File: src/rtl/sva_rep_seq_monitor_if.sv
// Signal bundle for one bounded-repetition monitor instance.
// master: the SVA front end / harness that drives a, b, c and disable_i and
//         consumes the verdicts and statistics.
// slave:  the monitor itself.
interface sva_rep_seq_monitor_if #(
  parameter int CNT_W = 16
);
  logic             disable_i;
  logic             a;
  logic             b;
  logic             c;
  logic             pass_o;
  logic             fail_o;
  logic             busy_o;
  logic [CNT_W-1:0] attempt_cnt;
  logic [CNT_W-1:0] pass_cnt;
  logic [CNT_W-1:0] fail_cnt;

  modport master (
    output disable_i, a, b, c,
    input  pass_o, fail_o, busy_o, attempt_cnt, pass_cnt, fail_cnt
  );

  modport slave (
    input  disable_i, a, b, c,
    output pass_o, fail_o, busy_o, attempt_cnt, pass_cnt, fail_cnt
  );
endinterface

File: src/rtl/sva_rep_seq_monitor.sv
// Runtime checker for  a |-> ##1 b[*MIN_REP:MAX_REP] ##1 c.
// Every pending attempt is represented by one bit of an age vector; bit d
// means "launched d cycles ago and has seen d-1 consecutive b cycles".
// Overlapping attempts of the same age are indistinguishable, so one bit per
// age is enough to track all of them.
module sva_rep_seq_monitor #(
  parameter int MIN_REP = 0,
  parameter int MAX_REP = 2,
  parameter int CNT_W   = 16
) (
  input logic                  clk,
  input logic                  rst,
  sva_rep_seq_monitor_if.slave mon
);

  localparam int NA = MAX_REP + 1;          // number of ages
  localparam int PW = $clog2(NA + 1);       // width of a popcount over ages

  if (MAX_REP < 0 || MAX_REP > 15 || MIN_REP < 0 || MIN_REP > MAX_REP || CNT_W < 4) begin : g_bad_params
    $error("sva_rep_seq_monitor: illegal MIN_REP/MAX_REP/CNT_W");
  end

  logic [NA:1]      alive_q;
  logic [NA:1]      alive_d;
  logic [NA:1]      hit;
  logic [NA:1]      ext;
  logic [NA:1]      miss;
  logic             launch;
  logic             pass_q;
  logic             fail_q;
  logic [CNT_W-1:0] attempt_q;
  logic [CNT_W-1:0] pass_cnt_q;
  logic [CNT_W-1:0] fail_cnt_q;

  function automatic logic [PW-1:0] popcnt(input logic [NA:1] v);
    logic [PW-1:0] n;
    n = '0;
    for (int i = 1; i <= NA; i++) n = n + PW'(v[i]);
    return n;
  endfunction

  // Clamp at all-ones instead of wrapping; the sum never exceeds 2x the max.
  function automatic logic [CNT_W-1:0] sat_add(input logic [CNT_W-1:0] v,
                                               input logic [PW-1:0]    inc);
    logic [CNT_W:0] s;
    s = {1'b0, v} + (CNT_W + 1)'(inc);
    if (s[CNT_W]) return '1;
    return s[CNT_W-1:0];
  endfunction

  // Per-age verdict: c wins over b (first match), disable suppresses everything.
  always_comb begin
    hit  = '0;
    ext  = '0;
    miss = '0;
    if (!mon.disable_i) begin
      for (int d = 1; d <= NA; d++) begin
        if (alive_q[d]) begin
          if (mon.c && (d - 1) >= MIN_REP)      hit[d]  = 1'b1;
          else if (mon.b && (d - 1) < MAX_REP)  ext[d]  = 1'b1;
          else                                  miss[d] = 1'b1;
        end
      end
    end
  end

  // Continuing attempts age by one; a new launch enters at age 1.
  always_comb begin
    launch  = mon.a & ~mon.disable_i;
    alive_d = (ext << 1) | NA'(launch);
  end

  // Age vector, verdict pulses and saturating statistics.
  always_ff @(posedge clk) begin
    if (rst) begin
      alive_q    <= '0;
      pass_q     <= 1'b0;
      fail_q     <= 1'b0;
      attempt_q  <= '0;
      pass_cnt_q <= '0;
      fail_cnt_q <= '0;
    end else begin
      alive_q    <= alive_d;
      pass_q     <= |hit;
      fail_q     <= |miss;
      pass_cnt_q <= sat_add(pass_cnt_q, popcnt(hit));
      fail_cnt_q <= sat_add(fail_cnt_q, popcnt(miss));
      if (launch && attempt_q != '1) attempt_q <= attempt_q + CNT_W'(1);
    end
  end

  assign mon.pass_o      = pass_q;
  assign mon.fail_o      = fail_q;
  assign mon.busy_o      = |alive_q;
  assign mon.attempt_cnt = attempt_q;
  assign mon.pass_cnt    = pass_cnt_q;
  assign mon.fail_cnt    = fail_cnt_q;

endmodule

File: src/flat_wrapper.sv
// flat-port wrapper written by rule: the top's interface ports become plain ports
module sva_rep_seq_monitor_flat 
#(
  parameter int MIN_REP = 0,
  parameter int MAX_REP = 2,
  parameter int CNT_W   = 16
)
  (clk, rst, mon_disable_i, mon_a, mon_b, mon_c, mon_pass_o, mon_fail_o, mon_busy_o, mon_attempt_cnt, mon_pass_cnt, mon_fail_cnt);
  sva_rep_seq_monitor_if #(.CNT_W(CNT_W)) mon_i ();
  input logic clk;
  input logic rst;
  input wire logic [$bits(mon_i.disable_i)-1:0] mon_disable_i;
  input wire logic [$bits(mon_i.a)-1:0] mon_a;
  input wire logic [$bits(mon_i.b)-1:0] mon_b;
  input wire logic [$bits(mon_i.c)-1:0] mon_c;
  output wire logic [$bits(mon_i.pass_o)-1:0] mon_pass_o;
  output wire logic [$bits(mon_i.fail_o)-1:0] mon_fail_o;
  output wire logic [$bits(mon_i.busy_o)-1:0] mon_busy_o;
  output wire logic [$bits(mon_i.attempt_cnt)-1:0] mon_attempt_cnt;
  output wire logic [$bits(mon_i.pass_cnt)-1:0] mon_pass_cnt;
  output wire logic [$bits(mon_i.fail_cnt)-1:0] mon_fail_cnt;
  assign mon_i.disable_i = mon_disable_i;
  assign mon_i.a = mon_a;
  assign mon_i.b = mon_b;
  assign mon_i.c = mon_c;
  assign mon_pass_o = mon_i.pass_o;
  assign mon_fail_o = mon_i.fail_o;
  assign mon_busy_o = mon_i.busy_o;
  assign mon_attempt_cnt = mon_i.attempt_cnt;
  assign mon_pass_cnt = mon_i.pass_cnt;
  assign mon_fail_cnt = mon_i.fail_cnt;
  sva_rep_seq_monitor #(.MIN_REP(MIN_REP), .MAX_REP(MAX_REP), .CNT_W(CNT_W)) u_core (.clk(clk), .rst(rst), .mon(mon_i));
endmodule
File: config.mk
export PLATFORM = sky130hd
export DESIGN_NAME = sva_rep_seq_monitor_flat
export DESIGN_NICKNAME = d
export VERILOG_FILES = /design/src/rtl/sva_rep_seq_monitor_if.sv /design/src/rtl/sva_rep_seq_monitor.sv /design/src/flat_wrapper.sv
export SDC_FILE = /design/constraint.sdc
export NUM_CORES = 1
export LEC_CHECK = 0
export CAP_MARGIN = 20
export CORE_MARGIN = 2
export CORE_UTILIZATION = 46
export DETAILED_ROUTE_END_ITERATION = 8
export PLACE_DENSITY = 0.76
export RECOVER_POWER = 25
export SYNTH_ARGS = -nofsm -noshare
export SYNTH_HDL_FRONTEND = slang
export SYNTH_SLANG_ARGS = --single-unit
File: constraint.sdc
create_clock -name clk -period 3 [get_ports clk]
set_clock_uncertainty 0.05 [all_clocks]
set_input_delay 0.45 -clock clk [delete_from_list [all_inputs] [get_ports clk]]
set_output_delay 0.45 -clock clk [all_outputs]
set_load 0.005 [all_outputs]
==> results of run 1 <==
Yosys cell counts (7+ instances only):
cell type,instances,area [µm²]
nand3_1,14,70.1
nor3_1,9,45.0
a21oi_1,42,210
o21ai_0,9,45.0
xnor2_1,9,78.8
xor2_1,8,70.1
ha_1,7,87.6
nand4_1,9,56.3
nor2_1,15,56.3
o31ai_1,8,60.1
nand2_1,16,60.1
dfxtp_1,53,1060
or3_1,8,50.1
inv_1,17,63.8
cells by family after synthesis:
family                     share of synthesized area [%]
and+or+nand+nor                                     25.8
AOI/OAI and AO/OA                                   16.5
DFF                                                 39.6
buffers and inverters                               5.09
xor gates and xnor gates                            5.56
adders and majority gates                           6.26
muxes                                               1.17
repair_timing:
item | 4_1_cts | 5_1_grt
setup endpoints to repair | 28 | 28
resized for setup | 4 | 8
gates cloned | 0 | 0
hold buffers | 0 | 0
hold endpoints to repair | 0 | 0
buffers inserted | 0 | 1
pin swaps | 1 | 4
worst reg2reg max path: cells and delay by family, from the launching register on:
| kind | cells | cell delay (ns) |
|---|---|---|
| DFF | 1 | 0.36 |
| AOI/OAI and AO/OA | 1 | 0.13 |
| adders and majority gates | 3 | 1.06 |
| and+or+nand+nor | 5 | 1.01 |
layout by cell type (no fill, tap or decap), types with 3 or more instances in the layout:
| cell type | n |
|---|---|
| clkbuf_8 | 5 |
| or2_2 | 3 |
| or4_1 | 6 |
| o21ai_0 | 9 |
| inv_1 | 17 |
| dfxtp_1 | 53 |
| nor4_1 | 5 |
| ha_1 | 6 |
| nor2_1 | 13 |
| clkbuf_1 | 4 |
| nor3_1 | 9 |
| nor2b_1 | 3 |
| buf_4 | 13 |
| xor2_1 | 8 |
| a21oi_1 | 42 |
| dlygate4sd3_1 | 21 |
| nand4_1 | 9 |
| clkdlybuf4s50_1 | 32 |
| xnor2_1 | 9 |
| and3_1 | 3 |
| or3_1 | 8 |
| a31oi_1 | 5 |
| fa_1 | 3 |
| nand2_1 | 16 |
| nand2b_1 | 3 |
| nand3_1 | 13 |
| and2_1 | 3 |
| and4_1 | 5 |
| o31ai_1 | 8 |
sequential cells by signal, indices dropped and copies added (netlist names):
name,count
u_core.mon.fail_cnt,16
u_core.mon.pass_cnt,16
u_core.mon.fail_o,1
u_core.mon.attempt_cnt,16
u_core.mon.pass_o,1
u_core.alive_q,3
power by group through the flow:
stage	sequential [mW]	clock [mW]	combinational [mW]
global placement	0.725	0	0.0408
detailed placement	0.725	0	0.0416
CTS	0.709	0.408	0.0421
floorplan	0.725	0	0.0232
finish	0.708	0.394	0.0399
global route	0.709	0.437	0.0439
worst paths after layout:
| check | end |
|---|---|
| worst max-delay path | u_core.mon.fail_cnt[8] |
| worst min-delay path | u_core.alive_q[3] |
| worst max register to register | u_core.mon.fail_cnt[6] |
| worst min register to register | u_core.alive_q[3] |
layout make-up:
| cell class | instances | area, µm² | share of cell area [%] |
|---|---|---|---|
| clock buffers | 6 | 72.6 | 2.08 |
| clock inverters | 2 | 10.0 | 0.286 |
| inverters | 17 | 63.8 | 1.82 |
| multi-input cells | 222 | 1520 | 43.5 |
| flip-flops and latches | 53 | 1060 | 30.3 |
| well taps | 72 | 90.1 | 2.58 |
| repair buffers | 73 | 679 | 19.4 |
layer usage:
metal | GRT usage, % | share of wire, % | wire (µm)
met5 | 0 | 0 | 0
met4 | 4.24 | 0.44 | 27
met3 | 3.82 | 2.2 | 136
met2 | 31.8 | 47 | 2860
met1 | 27.5 | 50 | 3060
==> metrics, run 1 <==
post-route antenna net violation count=0; HPWL Detailed=4320 µm; Hold Path Origin=u_core.alive_q[2]; CTS Sinks=53; setup_tns=0 ns; fin crit share=95.2%; Post-DP Area=0.00337 mm²; Syn Nets=320; cells on worst reg2reg path=9; Placer Congestion=0.859; Crit path required time=3.18 ns; Antenna diodes=0; Gate power share=3.5%; crit path kind=primary input to flip-flop; die extent in y=80.3 µm; slew margin rel.=5.81%; Cells after Synth=303; fill count=509; Worst R2R Setup Slack=0.32 ns; Int Power=0.885 mW; Max clock buf depth=2; HP Class=flip-flop to flip-flop; DRT Wirelength=6080 µm; Min-Delay Path Depth=2; placed cell count=roughly 440; Vias=around 2,500; switching share of power=between 20% and 30%; CP most frequent cell=fa_1; Cell variety after synth=50; WP buf/inv=3; fin util=~63%; max-cap violations=0; CTS tree=yes; startpoint types=primary input; RSZ-0062 raised after global routing=no; critical path cell sequence=clkdlybuf4s50_1, or2_2, inv_1, fa_1, ha_1, fa_1, nand2_1, or4_1, buf_4, a21oi_1; H-tree depth=2; full die area=0.00645 mm²; flops & latches, synth=53; layout cells sized above 1=11.8%; initial core utilization=48.1%; Top delay family on crit path=adder cells; die width=roughly 80 µm; sequential share of power=62.0%; Pins Over Slew Limit=0; PD cells=327 mW/mm²; leak pwr=1.34 nW; Worst VDD drop=roughly 200 µV; Worst Path Arrival=roughly 3 ns; Final Hold Viols=0; sequential area share after synthesis=between 30 and 40%; root buffer cell=clkbuf_8; CP peak stage delay=around 0.56 ns; Syn-to-layout area delta=30.5%; cell area after synthesis=0.00268 mm²; prevailing post-synth register cell=dfxtp_1; vias in the first global route=approximately 2,300; Routed wire per std cell=13.7 µm; Worst Tran Pin Value=~1.4 ns; average cell area after synthesis=about 8.8 µm²; # IOs=57; sw power=0.257 mW; final setup violation count=0; Clock transition at path regs=0.10 ns; first-pass GRT wire length=approximately 10,000 µm; worst-path maximum fanout=9; Worst R2R Start=u_core.alive_q[1]; DP Worst Slack=-0.494 ns; final cell count without fillers=445; initial antenna violation count=0; largest net degree at the start of global routing=33; port bufs=56; post-route cell area=0.00350 mm²; outcome=finished, final reports clean; remaining global-route overflow=0; Stages on worst setup path=10; Clock Power Share=34.5%; EDFF count, synth=0; warnings from Yosys=0; min Tclk post-route=2.86 ns; fin nets=389; 1st-pass router iterations=4; crit end category=flip-flop; GRT Util Overall=between 10% and 20%; routed vias/inst=5.61; setup slack after layout=0.144 ns; clk_lat worst skew=0.30 ns; Core ar.=approximately 0.0056 mm²; CTS Buf Count=5; slowest stage cell, crit path=clkdlybuf4s50_1; row count=27; crit path launch=mon_b; Final Power=between 1 and 1.5 mW; post-synthesis async set-or-reset flop share=0%; hold_ws=0.424 ns; DRC errors left=0; top achievable clock speed=0.350 GHz; initial DRC count=120
(Power assumes the default switching activity.)
==> run 2, diff against run 1 <==
Settings changed: CTS_BUF_LIST from default to sky130_fd_sc_hd__clkbuf_4 sky130_fd_sc_hd__clkbuf_8 sky130_fd_sc_hd__clkbuf_16.
==> run 2 against run 1 <==
  * Design area is 0.11% higher
  * Critical path type unchanged
  * Die area did not move
  * Power up 0.59%
  * Utilization grew 0.067 points
  * Sequential power is essentially flat
  * Non-clock buffer count stayed put
  * Via count grew 0.24%
==> metrics, run 2 (synthesis gave the netlist of run 1 again) <==
startpoint types=primary input; CTS Buf Count=5 (unchanged); max-cap violations=0 (unchanged); slowest stage cell, crit path=clkdlybuf4s50_1; Clock Power Share=34.9% (+0.4 points); crit path capture=u_core.mon.fail_cnt[13]; cells on worst reg2reg path=9 (unchanged); top achievable clock speed=0.350 GHz (about the same); H-tree depth=2 (unchanged); met1 wire length=3030 µm (-0.75%); remaining global-route overflow=0 (unchanged); Worst Path Arrival=3.03 ns (about the same); crit path launch=mon_b; CTS Hold Buffers Added=0 (unchanged); initial DRC count=123 (+2.5%); Worst R2R Setup Slack=0.33 ns (about the same); Placer Congestion=0.859 (unchanged); initial antenna violation count=0 (unchanged); HPWL Detailed=4320 µm (unchanged); layout cells sized above 1=12.1% (+0.27 points); highest metal used=met4; routed vias/inst=5.62 (+0.24%); crit path kind=primary input to flip-flop; row count=27 (unchanged); Crit path required time=3.17 ns (about the same); setup_tns=0 ns (unchanged); leak pwr=1.34 nW (+0.26%); Antenna diodes=0 (unchanged); Core ar.=0.00557 mm² (unchanged); RSZ-0062 raised after global routing=no; placed cell count=436 (unchanged); sw power=0.255 mW (-0.86%); Worst VDD drop=204 µV (about the same); critical path cell sequence=clkdlybuf4s50_1, or2_2, inv_1, fa_1, ha_1, fa_1, nand2_1, or4_1, buf_4, a31oi_1; Final Hold Viols=0 (unchanged); CP most frequent cell=fa_1; Clock transition at path regs=0.10 ns (about the same); HP Class=flip-flop to flip-flop; fill count=509 (unchanged); Max clock buf depth=2 (unchanged); clk_lat worst skew=0.30 ns (about the same); Syn-to-layout area delta=30.6%; slew margin rel.=6.12% (+0.31 points); DRT Wirelength=6070 µm (about the same); largest net degree at the start of global routing=33 (unchanged); final cell count without fillers=445 (unchanged); full die area=0.00645 mm² (unchanged); Gate power share=3.5% (about the same); Routed wire per std cell=13.6 µm (about the same); sequential share of power=61.7% (-0.3 points); metal3 WL=140 µm (+2.9%); vias in the first global route=2,324 (+0.52%); initial core utilization=48.1% (unchanged); worst-path maximum fanout=4 (-5); Int Power=0.894 mW (+1.0%); fin crit share=95.3% (about the same); CTS Sinks=53 (unchanged); Worst Tran Pin Value=1.41 ns (-0.00469 ns); crit end category=flip-flop; Vias=2,502 (+0.24%); commonest cells after routing, fill and taps aside=dfxtp_1 (53), a21oi_1 (42), clkdlybuf4s50_1 (32); die extent in y=80.3 µm (unchanged); die width=80.3 µm (unchanged); CTS tree=yes; root buffer cell=clkbuf_8; post-route antenna net violation count=0 (unchanged); most common cell after layout, fill and taps aside=dfxtp_1; Worst R2R Start=u_core.alive_q[1]; switching share of power=22.2% (-0.32 points); min Tclk post-route=2.86 ns (+0.00252 ns); CP peak stage delay=0.56 ns (about the same); # IOs=57 (unchanged); GRT Util Overall=19.8% (+0.024 points); port bufs=56 (unchanged); 1st-pass router iterations=4 (unchanged); DRC errors left=0 (unchanged); outcome=finished, final reports clean; final setup violation count=0 (unchanged); fin nets=389 (unchanged); fin util=62.8% (+0.067 points); PD cells=328 mW/mm² (+0.48%); setup slack after layout=0.141 ns (-0.00252 ns); first-pass GRT wire length=10,400 µm (+0.14%); Met2 Wirelength=2870 µm (+0.46%); DP Worst Slack=-0.494 ns (unchanged); R2R Path End=u_core.mon.fail_cnt[6]; Pins Over Slew Limit=0 (unchanged)
-- run 2: layout make-up --
cell class	instances	area (µm²)	area share, %
multi-input combinational	222	1520	43.4
tap	72	90.1	2.57
inverter	17	63.8	1.82
clock buffer	6	76.3	2.18
clock inverter	2	10.0	0.286
sequential	53	1060	30.3
timing repair buffer	73	679	19.4
-- run 2: worst min-delay path by stage --
| stage | start | to | slack (ns) | cells past startpoint |
|---|---|---|---|---|
| after global routing | u_core.alive_q[2] | u_core.alive_q[3] | 0.46 | 2 |
| after global placement | u_core.alive_q[2] | u_core.alive_q[3] | 0.41 | 2 |
| after floorplan | u_core.alive_q[2] | u_core.alive_q[3] | 0.39 | 2 |
| after detailed placement | u_core.alive_q[2] | u_core.alive_q[3] | 0.42 | 2 |
| final | u_core.alive_q[2] | u_core.alive_q[3] | 0.42 | 2 |
| after CTS | u_core.alive_q[2] | u_core.alive_q[3] | 0.43 | 2 |
-- run 2: per-layer routing --
layer / track usage, % / vias up
met5: 0 / -
li1: - / 1245
met2: 31.8 / 51
met3: 3.82 / 4
met4: 4.24 / 0
met1: 27.5 / 1202
-- run 2: critical path: cells and delay by family --
kind | cells | cell delay, ns
compound gates | 1 | 0.15
simple gates | 3 | 0.77
buf+inv | 3 | 0.77
fa+ha+maj | 3 | 0.88
-- run 2: per-stage QoR --
| step | hold slack [ns] | cell area [µm²] | total power [mW] |
|---|---|---|---|
| final | 0.424 | 3500 | 1.15 |
| after global routing | 0.460 | 3500 | 1.20 |
| after CTS | 0.430 | 3470 | 1.17 |
| after detailed placement | 0.416 | 3370 | 0.766 |
| after global placement | 0.410 | 3370 | 0.766 |
| after floorplan | 0.389 | 2680 | 0.748 |
-- run 2: what timing repair did --
item,CTS,global route
endpoints found under the hold margin,0,0
cloned,0,0
buffers inserted,0,1
endpoints found under the setup margin,28,28
pin swaps,1,4
gates resized for setup,4,8
-- run 2: power groups by stage --
stage	Sequential (mW)	Clock (mW)	Combinational [mW]
global placement	0.725	0	0.0408
finish	0.708	0.400	0.0398
global route	0.709	0.446	0.0439
detailed placement	0.725	0	0.0416
CTS	0.709	0.417	0.0421
floorplan	0.725	0	0.0232
==> run 3, diff against run 2 <==
Settings changed: CORE_ASPECT_RATIO from default to 0.75.
==> run 3 against run 2 <==
  * Sequential power is essentially flat
  * Fmax shrank 0.67%
  * Die area grew 0.10%
  * Power is the same
  * Utilization shrank 1.4 points
  * Setup slack lost 0.019 ns
  * Register-to-register slack lost 0.05 ns
==> metrics, run 3 (synthesis gave the netlist of run 1 again) <==
Worst VDD drop=315 µV (+54%); HP Class=flip-flop to flip-flop; worst-path maximum fanout=4 (unchanged); CTS Hold Buffers Added=0 (unchanged); post-route cell area=0.00350 mm² (about the same); Placer Congestion=0.839 (-2.3%); die extent in y=70.1 µm (-13%); final setup violation count=0 (unchanged); crit path launch=mon_b; first-pass GRT wire length=10,800 µm (+3.7%); clk_lat worst skew=0.30 ns (about the same); Worst Path Arrival=3.07 ns (+0.04 ns); CTS Sinks=53 (unchanged); Clock transition at path regs=0.10 ns (about the same); commonest cells after routing, fill and taps aside=dfxtp_1 (53), a21oi_1 (42), clkdlybuf4s50_1 (33); HPWL Detailed=4520 µm (+4.6%); Max clock buf depth=2 (unchanged); root buffer cell=clkbuf_8; H-tree depth=2 (unchanged); Vias=2,486 (-0.64%); Worst Tran Pin Value=1.37 ns (-0.0417 ns); top achievable clock speed=0.347 GHz (-0.67%); Final Power=1.15 mW (unchanged); Routed wire per std cell=13.8 µm (+1.4%); cells on worst reg2reg path=9 (unchanged); initial core utilization=47.0% (-1.1 points); vias in the first global route=2,301 (-0.99%); initial antenna violation count=0 (unchanged); # IOs=57 (unchanged); largest net degree at the start of global routing=33 (unchanged); fin nets=389 (unchanged); Core ar.=0.00571 mm² (+2.4%); initial DRC count=73 (-41%); full die area=0.00646 mm² (+0.10%); row count=24 (-11%); DRC errors left=0 (unchanged); layout cells sized above 1=12.3% (+0.27 points); footprint of the multi-input gates=0.00151 mm² (-0.66%); fill count=507 (-0.39%); CTS Buf Count=5 (unchanged); startpoint types=primary input; DRT Wirelength=6240 µm (+2.8%); min Tclk post-route=2.88 ns (+0.0192 ns); port bufs=56 (unchanged); Worst R2R Start=u_core.alive_q[1]; RSZ-0062 raised after global routing=no; remaining global-route overflow=0 (unchanged); Final Hold Viols=0 (unchanged); crit end category=flip-flop; Hold Path Origin=u_core.alive_q[2]; Pins Over Slew Limit=0 (unchanged); die width=92.1 µm (+15%); slew margin rel.=8.90% (+2.8 points); crit path kind=primary input to flip-flop; Syn-to-layout area delta=30.7% (about the same); PD cells=328 mW/mm² (about the same); fin crit share=95.9% (+0.64 points); outcome=finished, final reports clean; Antenna diodes=0 (unchanged); Crit path required time=3.19 ns (+0.02 ns); Min-Delay Path Depth=2 (unchanged); most common cell after layout, fill and taps aside=dfxtp_1; Seq. cell area=0.00106 mm² (unchanged); CTS tree=yes; post-route antenna net violation count=0 (unchanged); Post-CTS Setup Bufs=0 (unchanged); max-cap violations=0 (unchanged); GRT Util Overall=20.5% (+0.72 points); routed vias/inst=5.51 (-2.0%); 1st-pass router iterations=4 (unchanged); leak pwr=1.33 nW (-0.98%); Post-DP Area=0.00339 mm² (+0.44%)
run 3: through the flow:
step	instances	utilization (%)	hold slack (ns)	setup WS (ns)	setup TNS, ns
2_1_floorplan	303	-	0.389	0.0841	0
4_1_cts	451	61.1	0.428	0.00859	0
3_5_place_dp	443	59.4	0.412	-0.453	-10.45
5_1_grt	451	61.4	0.473	0.00987	0
6_report	451	61.4	0.426	0.122	0
3_3_place_gp	443	59.4	0.411	-0.398	-9.12
run 3: critical path: stages:
cell and delay [ns]:
clkdlybuf4s50_1 0.49, or2_2 0.35, inv_1 0.07, fa_1 0.41, ha_1 0.24, fa_1 0.40
nand2_2 0.11, nor2_1 0.08, or2_2 0.31, a21oi_1 0.16
run 3: metal layers:
metal  wire [µm]  global-route usage (%)
met2        2760                    31.5
met1        3210                    30.0
met4          46                    5.14
met3         225                    3.45
met5           0                       0
run 3: path summary, 6_finish.rpt:
check	slack, ns	to
worst max-delay path	0.12	u_core.mon.fail_cnt[6]
worst max register to register	0.28	u_core.mon.fail_cnt[6]
worst min-delay path	0.43	u_core.alive_q[3]
worst min register to register	0.43	u_core.alive_q[3]
run 3: repair_timing:
action                                  CTS  global route
gates resized for setup                   5             4
endpoints found under the setup margin   18            31
pin swaps                                 0             1
run 3: layout make-up:
cell class / instances / share of cell area (%)
multi-input combinational: 222 / 43.1
tap: 78 / 2.79
sequential: 53 / 30.3
timing repair buffer: 73 / 19.5
clock inverter: 3 / 0.500
inverter: 17 / 1.82
clock buffer: 5 / 1.96
run 3: power by group:
part / leakage, nW / switching (mW) / internal (mW)
combinational: 0.855 / 0.0232 / 0.0173
clock: 0.0439 / 0.238 / 0.162
sequential: 0.427 / 0.00291 / 0.706
total: 1.33 / 0.264 / 0.885
